`config.mk`:
```
export PLATFORM = sky130hd
export DESIGN_NAME = bin_decode_sequencer
export DESIGN_NICKNAME = d
export VERILOG_FILES = /design/src/rtl/bin_decode_sequencer.sv
export SDC_FILE = /design/constraint.sdc
export NUM_CORES = 1
export LEC_CHECK = 0
export CAP_MARGIN = 40
export CORE_ASPECT_RATIO = 0.75
export CORE_MARGIN = 10
export CORE_UTILIZATION = 40
export CTS_BUF_LIST = sky130_fd_sc_hd__clkbuf_8
export DETAILED_ROUTE_END_ITERATION = 8
export GPL_ROUTABILITY_DRIVEN = 0
export PLACE_DENSITY_LB_ADDON = 0.15
export REMOVE_ABC_BUFFERS = 1
export SYNTH_ARGS = -nofsm -noshare
export SYNTH_HDL_FRONTEND = slang
export SYNTH_SLANG_ARGS = --single-unit
```
`constraint.sdc`:
```
create_clock -name clk -period 4.8 [get_ports clk]
set_input_delay 0.96 -clock clk [delete_from_list [all_inputs] [get_ports clk]]
set_output_delay 0.96 -clock clk [all_outputs]
set_load 0.01 [all_outputs]
```
`src/rtl/bin_decode_sequencer.sv`:
```
// Bin decode sequencer: splits syntax-element commands into per-cycle
// Decoder operations and schedules bitstream byte insertion.
module bin_decode_sequencer #(
    parameter int BIN_WIDTH = 4
) (
    input  logic                 clk,
    input  logic                 reset,
    input  logic                 cmd_valid,
    input  logic [7:0]           cmd_pstate,
    input  logic                 cmd_bypass,
    input  logic [6:0]           cmd_numbins,
    output logic                 cmd_ready,
    input  logic [2:0]           numBits,
    input  logic                 mps_renorm,
    input  logic                 lps,
    input  logic [BIN_WIDTH-1:0] bin,
    input  logic [7:0]           byte_data,
    input  logic                 byte_valid,
    output logic                 byte_req,
    output logic                 dec_en,
    output logic                 dec_bypass,
    output logic [7:0]           dec_pstate,
    output logic [3:0]           byte_shift,
    output logic                 byte_to_ep,
    output logic                 bin_valid,
    output logic [BIN_WIDTH-1:0] bin_data,
    output logic [2:0]           bin_cnt,
    output logic                 busy
);

    typedef enum logic [1:0] {IDLE, RUN, STALL} state_t;

    state_t               state_q, state_d;
    logic [6:0]           remain_q, remain_d;
    logic signed [3:0]    bits_needed_q, bits_needed_d;
    logic [7:0]           pstate_q, pstate_d;
    logic                 bypass_q, bypass_d;

    logic [2:0]           n;
    logic signed [3:0]    opnd;
    logic signed [3:0]    sum;
    logic                 upd;
    logic                 need;
    logic [BIN_WIDTH-1:0] mask;

    // byte_data itself is consumed by the Decoder datapath, not here
    logic unused_ok;
    assign unused_ok = ^byte_data;

    assign dec_bypass = bypass_q;
    assign dec_pstate = pstate_q;

    // Per-cycle bin count, bit accounting and byte demand
    always_comb begin
        mask = '0;
        if (!bypass_q)
            n = 3'd1;
        else if (remain_q < 7'(BIN_WIDTH))
            n = remain_q[2:0];
        else
            n = 3'(BIN_WIDTH);
        opnd = bypass_q ? {1'b0, n} : {1'b0, numBits};
        sum  = bits_needed_q + opnd;
        upd  = bypass_q | lps | ~mps_renorm;
        need = ~sum[3] & upd;
        for (int i = 0; i < BIN_WIDTH; i++)
            mask[i] = (3'(i) < n);
    end

    // Next-state and output decode
    always_comb begin
        state_d       = state_q;
        remain_d      = remain_q;
        bits_needed_d = bits_needed_q;
        pstate_d      = pstate_q;
        bypass_d      = bypass_q;
        cmd_ready     = 1'b0;
        busy          = 1'b0;
        dec_en        = 1'b0;
        byte_req      = 1'b0;
        byte_to_ep    = 1'b0;
        byte_shift    = 4'd0;
        bin_valid     = 1'b0;
        bin_cnt       = 3'd0;
        bin_data      = '0;
        unique case (state_q)
            IDLE: begin
                cmd_ready = 1'b1;
                if (cmd_valid) begin
                    pstate_d = cmd_pstate;
                    bypass_d = cmd_bypass;
                    remain_d = cmd_numbins;
                    if (cmd_numbins != 7'd0)
                        state_d = RUN;
                end
            end
            RUN, STALL: begin
                busy       = 1'b1;
                byte_shift = sum;
                if (!need || byte_valid) begin
                    dec_en    = 1'b1;
                    bin_valid = 1'b1;
                    bin_cnt   = n;
                    bin_data  = bin & mask;
                    remain_d  = remain_q - 7'(n);
                    if (need) begin
                        byte_req   = 1'b1;
                        byte_to_ep = (bits_needed_q == -4'sd1);
                        // sum is 0..6 here, so sum-8 just sets the sign bit
                        bits_needed_d = {1'b1, sum[2:0]};
                    end else if (upd) begin
                        bits_needed_d = sum;
                    end
                    state_d = (remain_d == 7'd0) ? IDLE : RUN;
                end else begin
                    state_d = STALL;
                end
            end
            default: state_d = IDLE;
        endcase
    end

    // State registers; bits_needed survives across commands
    always_ff @(posedge clk or posedge reset) begin
        if (reset) begin
            state_q       <= IDLE;
            remain_q      <= 7'd0;
            bits_needed_q <= 4'b1000;
            pstate_q      <= 8'd0;
            bypass_q      <= 1'b0;
        end else begin
            state_q       <= state_d;
            remain_q      <= remain_d;
            bits_needed_q <= bits_needed_d;
            pstate_q      <= pstate_d;
            bypass_q      <= bypass_d;
        end
    end

endmodule
```
# Word-level counts from Yosys, hierarchy flattened
# Cells that the tools add are included.
[op_classes] n_addsub=2 n_bitwise=6 reduce_logical=12 mux=28 shift=0 div_mod_pow=0 order_cmp=5 multipliers=0 n_eq_ne=6
[op_table] op="$mux W4" count=5
[op_table] op="$mux W3" count=5
[op_table] op="$mux W7" count=2
[op_table] op="$pmux W7 S2" count=1
[op_table] op="$mux W1" count=11
[op_table] op="$logic_not A7 Y1" count=1
[op_table] op="$lt A7 B3 Y1 const B" count=1
[op_table] op="$reduce_bool A7 Y1" count=1
[op_table] op="$sub A7 B3 Y7" count=1
[op_table] op="$lt A1 B3 Y1 const A" count=2
[op_table] op="$lt A2 B3 Y1 const A" count=2
[op_table] op="$mux W2" count=3
[op_table] op="$ne A2 B2 Y1 const B" count=3
[op_table] op="$reduce_and A3 Y1" count=2
[op_table] op="$add A4 B4 Y4" count=1
[op_table] op="$and A4 B4 Y4" count=1
[op_table] op="$eq A4 B1 Y1 const B" count=1
[op_table] op="$pmux W2 S2" count=1
[op_table] op="$reduce_and A2 Y1" count=2
[op_table] op="$reduce_bool A2 Y1" count=2
[op_table] op="$eq A2 B1 Y1 const B" count=1
[op_table] op="$eq A2 B2 Y1 const B" count=1
[op_table] op="$logic_not A2 Y1" count=1
[op_table] op="$not A1 Y1" count=2
[op_table] op="5 further kinds" count=6
[word_totals] mem_bits_ro=0 latchBits=0 elab_cells=64 mem_bits_rw=0 out_inout_bits=26 memories=0 ff_bits=22

# Logic depth before layout (Yosys ltp)
# Gate-level depths: netlist (run 1).
[depth] word_depth=11 depth_mapped=12 mapped_depth_nobuf=10

# Worst setup path before layout (run 1)
# No wires, ideal clock.
[synth_timing] path_kind="register -> output" from="register remain_q[3]" to="output bin_data[2]" stages_incl_launch_ff=13 t_required_ns=3.840 slack_ns=0.751 n_path_buf=2 arrival_time_ns=3.089 cell_sequence="dfrtp_1 -> buf_6 -> or4_1 -> clkbuf_2 -> nor2_1 -> nand3_1 -> o21ai_0 -> ha_1 -> a21o_1 -> a21oi_1 -> o211ai_1 -> nor2_1 -> o221a_2"
[synth_via] elab_chain_cells=11
[synth_lines] element="start, declared" line="34" rtl="logic [6:0] remain_q, remain_d;"
[synth_lines] element="start signal, assigned" line="133" rtl="remain_q <= remain_d;"
[synth_lines] element="$lt A7 B3 Y1 *" line="58" rtl="else if (remain_q < 7'(BIN_WIDTH))"
[synth_lines] element="$mux W3 *" line="58"
[synth_lines] element="$mux W3 *" line="56" rtl="if (!bypass_q)"
[synth_lines] element="$mux W3" line="62" rtl="opnd = bypass_q ? {1'b0, n} : {1'b0, numBits};"
[synth_lines] element="$add A4 B4 Y4" line="63" rtl="sum = bits_needed_q + opnd;"
[synth_lines] element="$not A1 Y1" line="65" rtl="need = ~sum[3] & upd;"
[synth_lines] element="$and A1 B1 Y1" line="65"
[synth_lines] element="$logic_not A1 Y1" line="100" rtl="if (!need || byte_valid) begin"
[synth_lines] element="$logic_or A1 B1 Y1" line="100"
[synth_lines] element="$mux W4 *" line="100"
[synth_lines] element="$mux W4 *" line="86" rtl="unique case (state_q)"
[synth_lines] element="end, declared" line="26" rtl="output logic [BIN_WIDTH-1:0] bin_data,"
# Every way passes the cells marked *; elsewhere a longest branch is shown, timed or not.

# Final worst setup path (run 1)
[layout_timing] from="register remain_q[5]" to="output bin_data[2]"
# The elaborated chain is that of the path after synthesis.

==> results.md, run 1 <==
- Post-synth top flop: dfrtp_1
- Vias in the first global route: 1,634
- Max Slew Vio Count: 0
- First-pass GRT wire length: 8.05 mm
- HPWL Detailed: 3.80 mm
- Crit path capture type: output pin
- Final nets: 272
- Data required, critical path: 3.84 ns
- Clk sink count: 22
- H-tree Lvls: 1
- Critical path buffers and inverters: 1
- CTS tree: built
- Synth Cell Area: 1630 um2
- GR Util All Layers: ~14%
- Cts hold-fix bufs: 0
- Io pins: 63
- Setup CP Type: reg2out
- Final hold viol count: 0
- Seq cells post-synth: 22
- Area delta synth->final: 44.0%
- Remaining global-route overflow: 0
- Worst Max-Slew Pin Slew: 0.634 ns
- Final WL: just under 5 mm
- Clk_lat worst skew: roughly 0.27 ns
- N_diodes: 0
- Final Skew: 0.00367 ns
- Max IR drop VDD: 0.350 mV
- Pwr per Cell Area: 776 nW/um2
- Non-filler cells, final: 278
- Max-Cap Viols: 0
- CP peak stage delay: 0.59 ns
- CP max-delay cell: or4_4
- Inst Count DP: 274
- Post-Synthesis Cells: 171
- Die area: slightly above 7000 um2
- RSZ-0062 raised after global routing: false
- Cell variety after synth: about 50
- Die width: 93.6 um
- Top-count cell post-synth: dfrtp_1
- Largest net degree at the start of global routing: 23
- Placement row count: 19
- Initial DRC Count: 131
- Crit-path max FO: 6
- Pre-antenna DRT Iters: 4
- Dominant cell type by area after synthesis: dfrtp_1
- Initial Utilization: 43.0%
- Fmax: 219 MHz
- Core ar.: 3780 um2
- Setup crit start kind: flip-flop
- CP top delay family: compound AO/OA/AOI/OAI gates
- Outcome: complete, no violations
- Commonest cells in the netlist: dfrtp_1 (21), mux2_2 (16), nor2_1 (12)
- Drt wl/cell: 17.3 um
- Initial antenna violation count: 0
- Seq/Total Area, Yosys: ~34%
- Final Cycle Share: 95.0%
- Leak pwr: 0.933 nW
- Setup violations, final: 0
- Post-synth ARST share: 100%
- Routed Antenna Nets: 0
- Synth top area share: 32.3%
- Number of vias per cell: 5.60
- Syn Area/Cell: about 9.5 um2
- Crit path time final: 4.56 ns
- Worst-path clk slew: about 0.090 ns
- Routed vias: 1,556
- Synth warnings: 0
- Total CTS buffers: 3
- Share of cells above drive strength 1: between 10% and 20%
- Setup TNS: 0 ns
- Worst rel slew slack: 57.2%
- Port bufs: 54
- Die height: between 70 and 80 um
- Post-synth EDFFs: 0
- Root Buffer: clkbuf_8
- DR DRC count: 0
- Worst EP arrival: 3.60 ns
- Hold Path Class: reg2reg
- Ranking of synthesized cells by area: dfrtp_1 (32%), mux2_2 (11%), ha_1 (4.6%), a21oi_1 (2.8%), nor2_1 (2.8%)
- Sequence of cells on the critical path: or4_4 -> nor2_4 -> nand3_1 -> o21ai_1 -> ha_1 -> a21o_1 -> a2111o_1 -> o211ai_1 -> nor2_2 -> o221a_2 -> clkdlybuf4s50_1
- Clock buffer depth: 2
- Layout Utilization: around 62%
## cell type report
cell class	count	area [um2]
Multi-Input combinational cell	131	1010
Fill cell	299	1440
Clock buffer	3	41.3
Inverter	8	30.0
Sequential cell	22	553
Tap cell	52	65.1
Timing Repair Buffer	61	613
Clock inverter	1	30.0
## report_power, final
part           leakage, nW  internal, mW  switching [mW]
Sequential           0.256         0.282           0.105
Clock               0.0357         0.111          0.0641
Combinational        0.641         0.653           0.602
Total                0.933          1.05           0.771
## final timing paths
kind	start	to	slack, ns	cells after the start
max	remain_q[5]	bin_data[2]	0.24	11
min	dec_pstate[3]	dec_pstate[3]	0.51	1
max reg2reg	remain_q[5]	bits_needed_q[1]	1.47	11
min reg2reg	dec_pstate[3]	dec_pstate[3]	0.51	1
max in group asynchronous	reset	bits_needed_q[3]	3.54	3
min in group asynchronous	reset	dec_pstate[4]	1.04	3
## stage by stage
stage / worst slack (ns) / area, um2 / total power, mW / hold WS, ns
floorplan: 0.756 / 1580 / 1.10 / 0.506
global placement: 0.283 / 2230 / 1.57 / 0.489
detailed placement: 0.174 / 2250 / 1.63 / 0.498
CTS: 0.0802 / 2330 / 1.81 / 0.512
global route: 0.0275 / 2340 / 1.96 / 0.539
finish: 0.241 / 2340 / 1.82 / 0.512
## layout by cell type (no fill, tap or decap), types with 3 or more instances in the layout
cell,Yosys,routed
clkdlybuf4s50_1,0,54
dfrtp_1,21,20
mux2_2,16,16
a21oi_1,9,9
nor2_1,12,9
nand2_1,8,8
inv_1,8,8
ha_1,6,6
buf_4,1,6
nor3b_1,5,5
a31oi_1,5,5
and2_1,5,5
nand3_1,4,4
mux2i_1,4,4
o21ai_0,5,4
nor2b_1,3,3
or2_2,3,3
o211ai_1,3,3
nor3_1,3,3
xnor2_1,3,3
clkbuf_8,0,3
## cells by family after synthesis
kind of cell               share of synthesized area (%)
and+or+nand+nor                                     18.4
AOI/OAI and AO/OA                                   18.5
DFF                                                 33.9
muxes                                               14.5
buffers and inverters                               5.00
adders and majority gates                           7.08
xor gates and xnor gates                            2.69
## flip-flops by register name, indices dropped and copies added (netlist names)
name	flops
dec_pstate	8
remain_q	7
bits_needed_q	4
state_q	2
dec_bypass	1
## repair_timing
action | CTS | global route
endpoints found under the setup margin | 1 | 4
resized for setup | 1 | 6
setup buffers | 0 | 0
hold endpoints to repair | 0 | 0
## per-layer routing
| layer | part of all wire, % | wire length [um] | track usage (%) |
|---|---|---|---|
| met1 | 41 | 1980 | 17.6 |
| met2 | 48 | 2310 | 24.0 |
| met3 | 9.9 | 477 | 3.97 |
| met4 | 1.0 | 50 | 2.02 |
| met5 | 0 | 0 | 0 |
No activity file was read; power rests on OpenSTA's default activity.
==> run 2, diff against run 1 <==
Settings changed: CORE_MARGIN 10 to 5.
==> results.md, run 2 (synthesis results as in run 1) <==
- N_diodes: 0 (unchanged)
- Max FFs per register: 8 (unchanged)
- Routed vias: 1,506 (-3.2%)
- Placement row count: 20 (+1)
- Worst EP arrival: 3.62 ns (+0.02 ns)
- RSZ-0062 raised after global routing: false
- GR Util All Layers: 15.7% (+1.7 points)
- # fillers: 339 (+13%)
- Total CTS buffers: 3 (unchanged)
- Pwr per Cell Area: 765 nW/um2 (-1.4%)
- Final hold viol count: 0 (unchanged)
- Worst reg2reg path startpoint: remain_q[6]
- Max Slew Vio Count: 0 (unchanged)
- H-tree Lvls: 1 (unchanged)
- Root Buffer: clkbuf_8
- Setup CP Type: in2out
- Design Power: 1.77 mW (-2.4%)
- Worst rel slew slack: 45.9% (-11 points)
- Worst R2R Setup Slack: 1.51 ns (+0.04 ns)
- Cts hold-fix bufs: 0 (unchanged)
- Logic pwr share: 68.0% (-1.0 points)
- Max-Cap Viols: 0 (unchanged)
- Setup violations, final: 0 (unchanged)
- Vias in the first global route: 1,513 (-7.4%)
- Setup TNS: 0 ns (unchanged)
- Inst Count DP: 276 (+0.73%)
- Initial antenna violation count: 0 (unchanged)
- Internal: 1.04 mW (-0.70%)
- Final Skew: 0.00457 ns (+0.000903 ns)
- RR Endpoint: remain_q[4]
- Crit path capture type: output pin
- Data required, critical path: 3.84 ns (about the same)
- Largest net degree at the start of global routing: 23 (unchanged)
- Pre-antenna DRT Iters: 4 (unchanged)
- First-pass GRT wire length: 7.15 mm (-11%)
- Fmax: 218 MHz (-0.47%)
- Crit path time final: 4.58 ns (+0.0217 ns)
- Final WL: 4.19 mm (-13%)
- DR DRC count: 0 (unchanged)
- Port bufs: 54 (unchanged)
- Setup crit start kind: primary input
- Hold Path Class: reg2reg
- Worst Max-Slew Pin Slew: 0.811 ns (+0.177 ns)
- Clock buffer depth: 2 (unchanged)
- Leak pwr: 0.920 nW (-1.4%)
- Initial Utilization: 40.9% (-2.2 points)
- Number of vias per cell: 5.38 (-3.9%)
- Share of cells above drive strength 1: 18.7% (-0.36 points)
- Setup Buffers After CTS: 0 (unchanged)
- Worst Hold End: dec_pstate[7]
- Commonest non-fill, non-tap cell in the layout: clkdlybuf4s50_1
- Power share of the clock group: 9.7% (about the same)
- Remaining global-route overflow: 0 (unchanged)
- Most frequent cells in the layout: clkdlybuf4s50_1 (54), dfrtp_1 (20), mux2_2 (16)
- Post-placement cell area: 2230 um2 (-1.1%)
- PostCTS Resize Cnt: 0 (-1)
- WHS Path Cells: 1 (unchanged)
- Net switching power of the design: 735 uW (-4.7%)
- HPWL Detailed: 3.33 mm (-12%)
- Non-filler cells, final: 280 (+0.72%)
- Area delta synth->final: 42.5%
- Multi-input combinational cell area: 1010 um2 (unchanged)
- Routed Antenna Nets: 0 (unchanged)
- Io pins: 63 (unchanged)
- Die area: 5460 um2 (-23%)
- Flop pwr share: 22.3% (+1.0 points)
- Max IR drop VDD: 0.379 mV (+8.2%)
- Sw Share: 41.4% (-1.0 points)
- Core ar.: 3980 um2 (+5.3%)
- Worst-path clk slew: 0.08 ns (about the same)
- Outcome: complete, no violations
- Die height: 65.2 um (-13%)
- Worst hold start: dec_pstate[7]
- CTS tree: built
- Reg area: 553 um2 (unchanged)
- Fin area: 2320 um2 (-1.0%)
- Clk sink count: 22 (unchanged)
- Drt wl/cell: 15.0 um (-14%)
- Initial DRC Count: 132 (+0.76%)
- Reg2Reg Depth: 11 (unchanged)
- Crit-path max FO: 4 (-2)
- Final Cycle Share: 95.4% (+0.45 points)
- Clk_lat worst skew: 0.26 ns (about the same)
- Final nets: 271 (-0.37%)
- Die width: 83.6 um (-11%)
==> run 2: per-layer routing <==
layer | routed length (um) | up-vias | share of wire (%) | GRT usage, %
met1 | 1940 | 721 | 46 | 20.4
met5 | 0 | - | 0 | 0
met4 | 6 | 0 | 0.14 | 1.20
met2 | 1960 | 51 | 47 | 27.3
met3 | 283 | 2 | 6.8 | 4.51
li1 | - | 732 | - | -
==> run 2: worst max-delay path by stage <==
stage | startpoint | slack [ns] | endpoint
after detailed placement | numBits[1] | 0.17 | bin_data[2]
final | numBits[1] | 0.22 | bin_data[2]
after CTS | remain_q[3] | 0.10 | bin_data[2]
after floorplan | remain_q[3] | 0.76 | bin_data[2]
after global routing | remain_q[6] | 0.03 | bin_data[2]
after global placement | numBits[1] | 0.27 | bin_data[2]
==> run 2: critical path, stage by stage <==
cell,delay (ns)
clkdlybuf4s50_1,0.47
inv_1,0.04
o21ai_0,0.23
ha_1,0.29
a21o_1,0.17
a2111o_1,0.40
o211ai_1,0.23
nor2_2,0.11
o221a_2,0.26
clkdlybuf4s50_1,0.47
==> run 2: stage by stage <==
stage          setup WS [ns]  util (%)  hold WS (ns)
2_1_floorplan          0.756         -         0.506
3_3_place_gp           0.269      56.0         0.488
3_5_place_dp           0.165      56.0         0.499
4_1_cts                0.101      57.8         0.522
5_1_grt               0.0336      58.3         0.538
6_report               0.219      58.3         0.515
==> run 2: area by class of cell <==
| type | instances | share of cell area, % |
|---|---|---|
| Multi-Input combinational cell | 131 | 43.6 |
| Timing Repair Buffer | 60 | 25.3 |
| Sequential cell | 22 | 23.9 |
| Tap cell | 55 | 2.97 |
| Clock buffer | 3 | 1.78 |
| Clock inverter | 1 | 1.30 |
| Inverter | 8 | 1.30 |
==> run 2: power by group through the flow <==
| stage | Combinational [mW] | Clock (mW) | Sequential (mW) |
|---|---|---|---|
| after floorplan | 0.708 | 0 | 0.391 |
| after global placement | 1.17 | 0 | 0.386 |
| after detailed placement | 1.20 | 0 | 0.393 |
| after CTS | 1.21 | 0.176 | 0.391 |
| after global routing | 1.32 | 0.186 | 0.414 |
| final | 1.21 | 0.172 | 0.396 |
==> run 3, diff against run 2 <==
Settings changed: CORE_ASPECT_RATIO 0.75 to 0.8.
==> results.md, run 3 (synthesis results as in run 1) <==
- Outcome: complete, no violations
- Area delta synth->final: 41.8%
- Max Slew Vio Count: 0 (unchanged)
- Clk sink count: 22 (unchanged)
- Port bufs: 54 (unchanged)
- Worst Hold End: dec_pstate[1]
- Io pins: 63 (unchanged)
- Non-filler cells, final: 280 (unchanged)
- Worst-path clk slew: 0.07 ns (about the same)
- HPWL Detailed: 3.50 mm (+5.0%)
- Root Buffer: clkbuf_8
- Final Skew: 0.00291 ns (-0.00166 ns)
- Fin area: 2310 um2 (-0.49%)
- Hold Path Class: reg2reg
- Setup violations, final: 0 (unchanged)
- Crit path capture type: output pin
- Most frequent cells in the layout: clkdlybuf4s50_1 (54), dfrtp_1 (20), mux2_2 (16)
- DR DRC count: 0 (unchanged)
- Largest net degree at the start of global routing: 23 (unchanged)
- Final nets: 271 (unchanged)
- Worst R2R Setup Slack: 1.45 ns (-0.06 ns)
- Max IR drop VDD: 0.366 mV (-3.3%)
- Net switching power of the design: 737 uW (+0.25%)
- Pwr per Cell Area: 769 nW/um2 (+0.54%)
- Number of vias per cell: 5.45 (+1.4%)
- First-pass GRT wire length: 7.25 mm (+1.4%)
- Logic pwr share: 68.2% (+0.2 points)
- Initial DRC Count: 135 (+2.3%)
- Die area: 5450 um2 (-0.10%)
- Layout Utilization: 59.9% (+1.6 points)
- Flop pwr share: 22.3% (about the same)
- Setup crit start kind: flip-flop
- Inst Count DP: 276 (unchanged)
- Crit-path max FO: 5 (+1)
- CTS tree: built
- Worst EP arrival: 3.63 ns (about the same)
- Fmax: 218 MHz (-0.14%)
- Setup TNS: 0 ns (unchanged)
- Placement row count: 20 (unchanged)
- Core ar.: 3850 um2 (-3.1%)
- Max-Cap Viols: 0 (unchanged)
- Clock buffer depth: 2 (unchanged)
- Crit path time final: 4.59 ns (+0.00647 ns)
- RSZ-0062 raised after global routing: false
- Sequence of cells on the critical path: or4_1 -> nor2_2 -> nand3_1 -> o21ai_1 -> ha_1 -> a21o_1 -> a21oi_1 -> buf_4 -> xnor2_1 -> nor4b_1 -> clkdlybuf4s50_1
- Initial Utilization: 42.2% (+1.3 points)
- Die height: 67.0 um (+2.8%)
- Post-placement cell area: 2230 um2 (unchanged)
- Remaining global-route overflow: 0 (unchanged)
- Internal: 1.04 mW (about the same)
- Share of cells above drive strength 1: 17.8% (-0.89 points)
- CP top delay family: simple AND/OR/NAND/NOR gates
- Pre-antenna DRT Iters: 4 (unchanged)
- Final WL: 4.40 mm (+4.9%)
- Drt wl/cell: 15.7 um (+4.9%)
- N_diodes: 0 (unchanged)
- WHS Path Cells: 1 (unchanged)
- Setup CP Type: reg2out
- Final hold viol count: 0 (unchanged)
- Worst rel slew slack: 44.1% (-1.8 points)
- GR Util All Layers: 17.0% (+1.3 points)
- Worst Max-Slew Pin Slew: 0.838 ns (+0.0269 ns)
- Critical path buffers and inverters: 2 (-1)
- Initial antenna violation count: 0 (unchanged)
- Routed vias: 1,527 (+1.4%)
- Worst reg2reg path startpoint: remain_q[6]
- Power share of the clock group: 9.5% (-0.2 points)
- Leak pwr: 0.919 nW (-0.18%)
- Total CTS buffers: 3 (unchanged)
- H-tree Lvls: 1 (unchanged)
- Sw Share: 41.5% (+0.083 points)
- Clk_lat worst skew: 0.26 ns (about the same)
- Final Cycle Share: 95.6% (+0.13 points)
- RR Endpoint: remain_q[4]
- Die width: 81.3 um (-2.8%)
- Vias in the first global route: 1,516 (+0.20%)
- Data required, critical path: 3.84 ns (about the same)
- Routed Antenna Nets: 0 (unchanged)
- Commonest non-fill, non-tap cell in the layout: clkdlybuf4s50_1
- Max FFs per register: 8 (unchanged)
- Worst hold start: dec_pstate[1]
- Reg2Reg Depth: 11 (unchanged)
- CP peak stage delay: 0.64 ns (+0.17 ns)
- CP max-delay cell: clkdlybuf4s50_1
## run 3: changes by cell type in the layout (fill, tap and decap cells not counted)
cell     before  now
nor2_1        9   10
nor2_4        1    0
o21ai_0       5    4
o21ai_1       1    2
or4_1         1    2
or4_4         1    0
## run 3: worst max-delay path by stage
stage / startpoint / end / cells after the start
floorplan: remain_q[3] / bin_data[2] / 10
global placement: numBits[1] / bin_data[2] / 10
detailed placement: numBits[1] / bin_data[2] / 10
CTS: remain_q[3] / bin_data[2] / 11
global route: remain_q[6] / bin_data[2] / 11
finish: remain_q[6] / byte_to_ep / 11
## run 3: power groups by stage
| stage | registers (mW) | logic, mW | clock network [mW] |
|---|---|---|---|
| 6_report | 0.396 | 1.21 | 0.168 |
| 5_1_grt | 0.410 | 1.32 | 0.184 |
| 4_1_cts | 0.392 | 1.21 | 0.174 |
| 3_5_place_dp | 0.395 | 1.20 | 0 |
| 3_3_place_gp | 0.386 | 1.17 | 0 |
| 2_1_floorplan | 0.391 | 0.708 | 0 |
## run 3: final cells by class
class	count	area, um2
Clock buffer	3	41.3
Clock inverter	1	30.0
Fill cell	337	1550
Inverter	8	30.0
Multi-Input combinational cell	131	998
Sequential cell	22	553
Tap cell	55	68.8
Timing Repair Buffer	60	586
## run 3: worst register-to-register path, stage by stage, from the launching register on
cell     delay, ns
dfrtp_1       0.44
or4_1         0.60
nor2_2        0.15
nand3_1       0.12
o21ai_1       0.14
ha_1          0.26
a21o_1        0.17
a21oi_1       0.19
buf_4         0.15
mux2_2        0.40
nand2_1       0.23
mux2_2        0.37
## run 3: layer usage
| layer | part of all wire [%] | GRT usage, % |
|---|---|---|
| met1 | 42 | 21.3 |
| met2 | 48 | 29.0 |
| met3 | 9.9 | 4.86 |
| met4 | 0.71 | 3.59 |
| met5 | 0 | 0 |
## run 3: stage by stage
step | setup slack (ns) | hold slack, ns | total power, mW
2_1_floorplan | 0.756 | 0.506 | 1.10
3_3_place_gp | 0.285 | 0.489 | 1.56
3_5_place_dp | 0.228 | 0.494 | 1.60
4_1_cts | 0.148 | 0.512 | 1.77
5_1_grt | 0.0281 | 0.536 | 1.92
6_report | 0.213 | 0.512 | 1.78
## run 3: repair_timing
action	in CTS	in global routing
endpoints found under the setup margin	0	4
buffers inserted	0	0
hold buffers	0	0
resized for setup	0	4
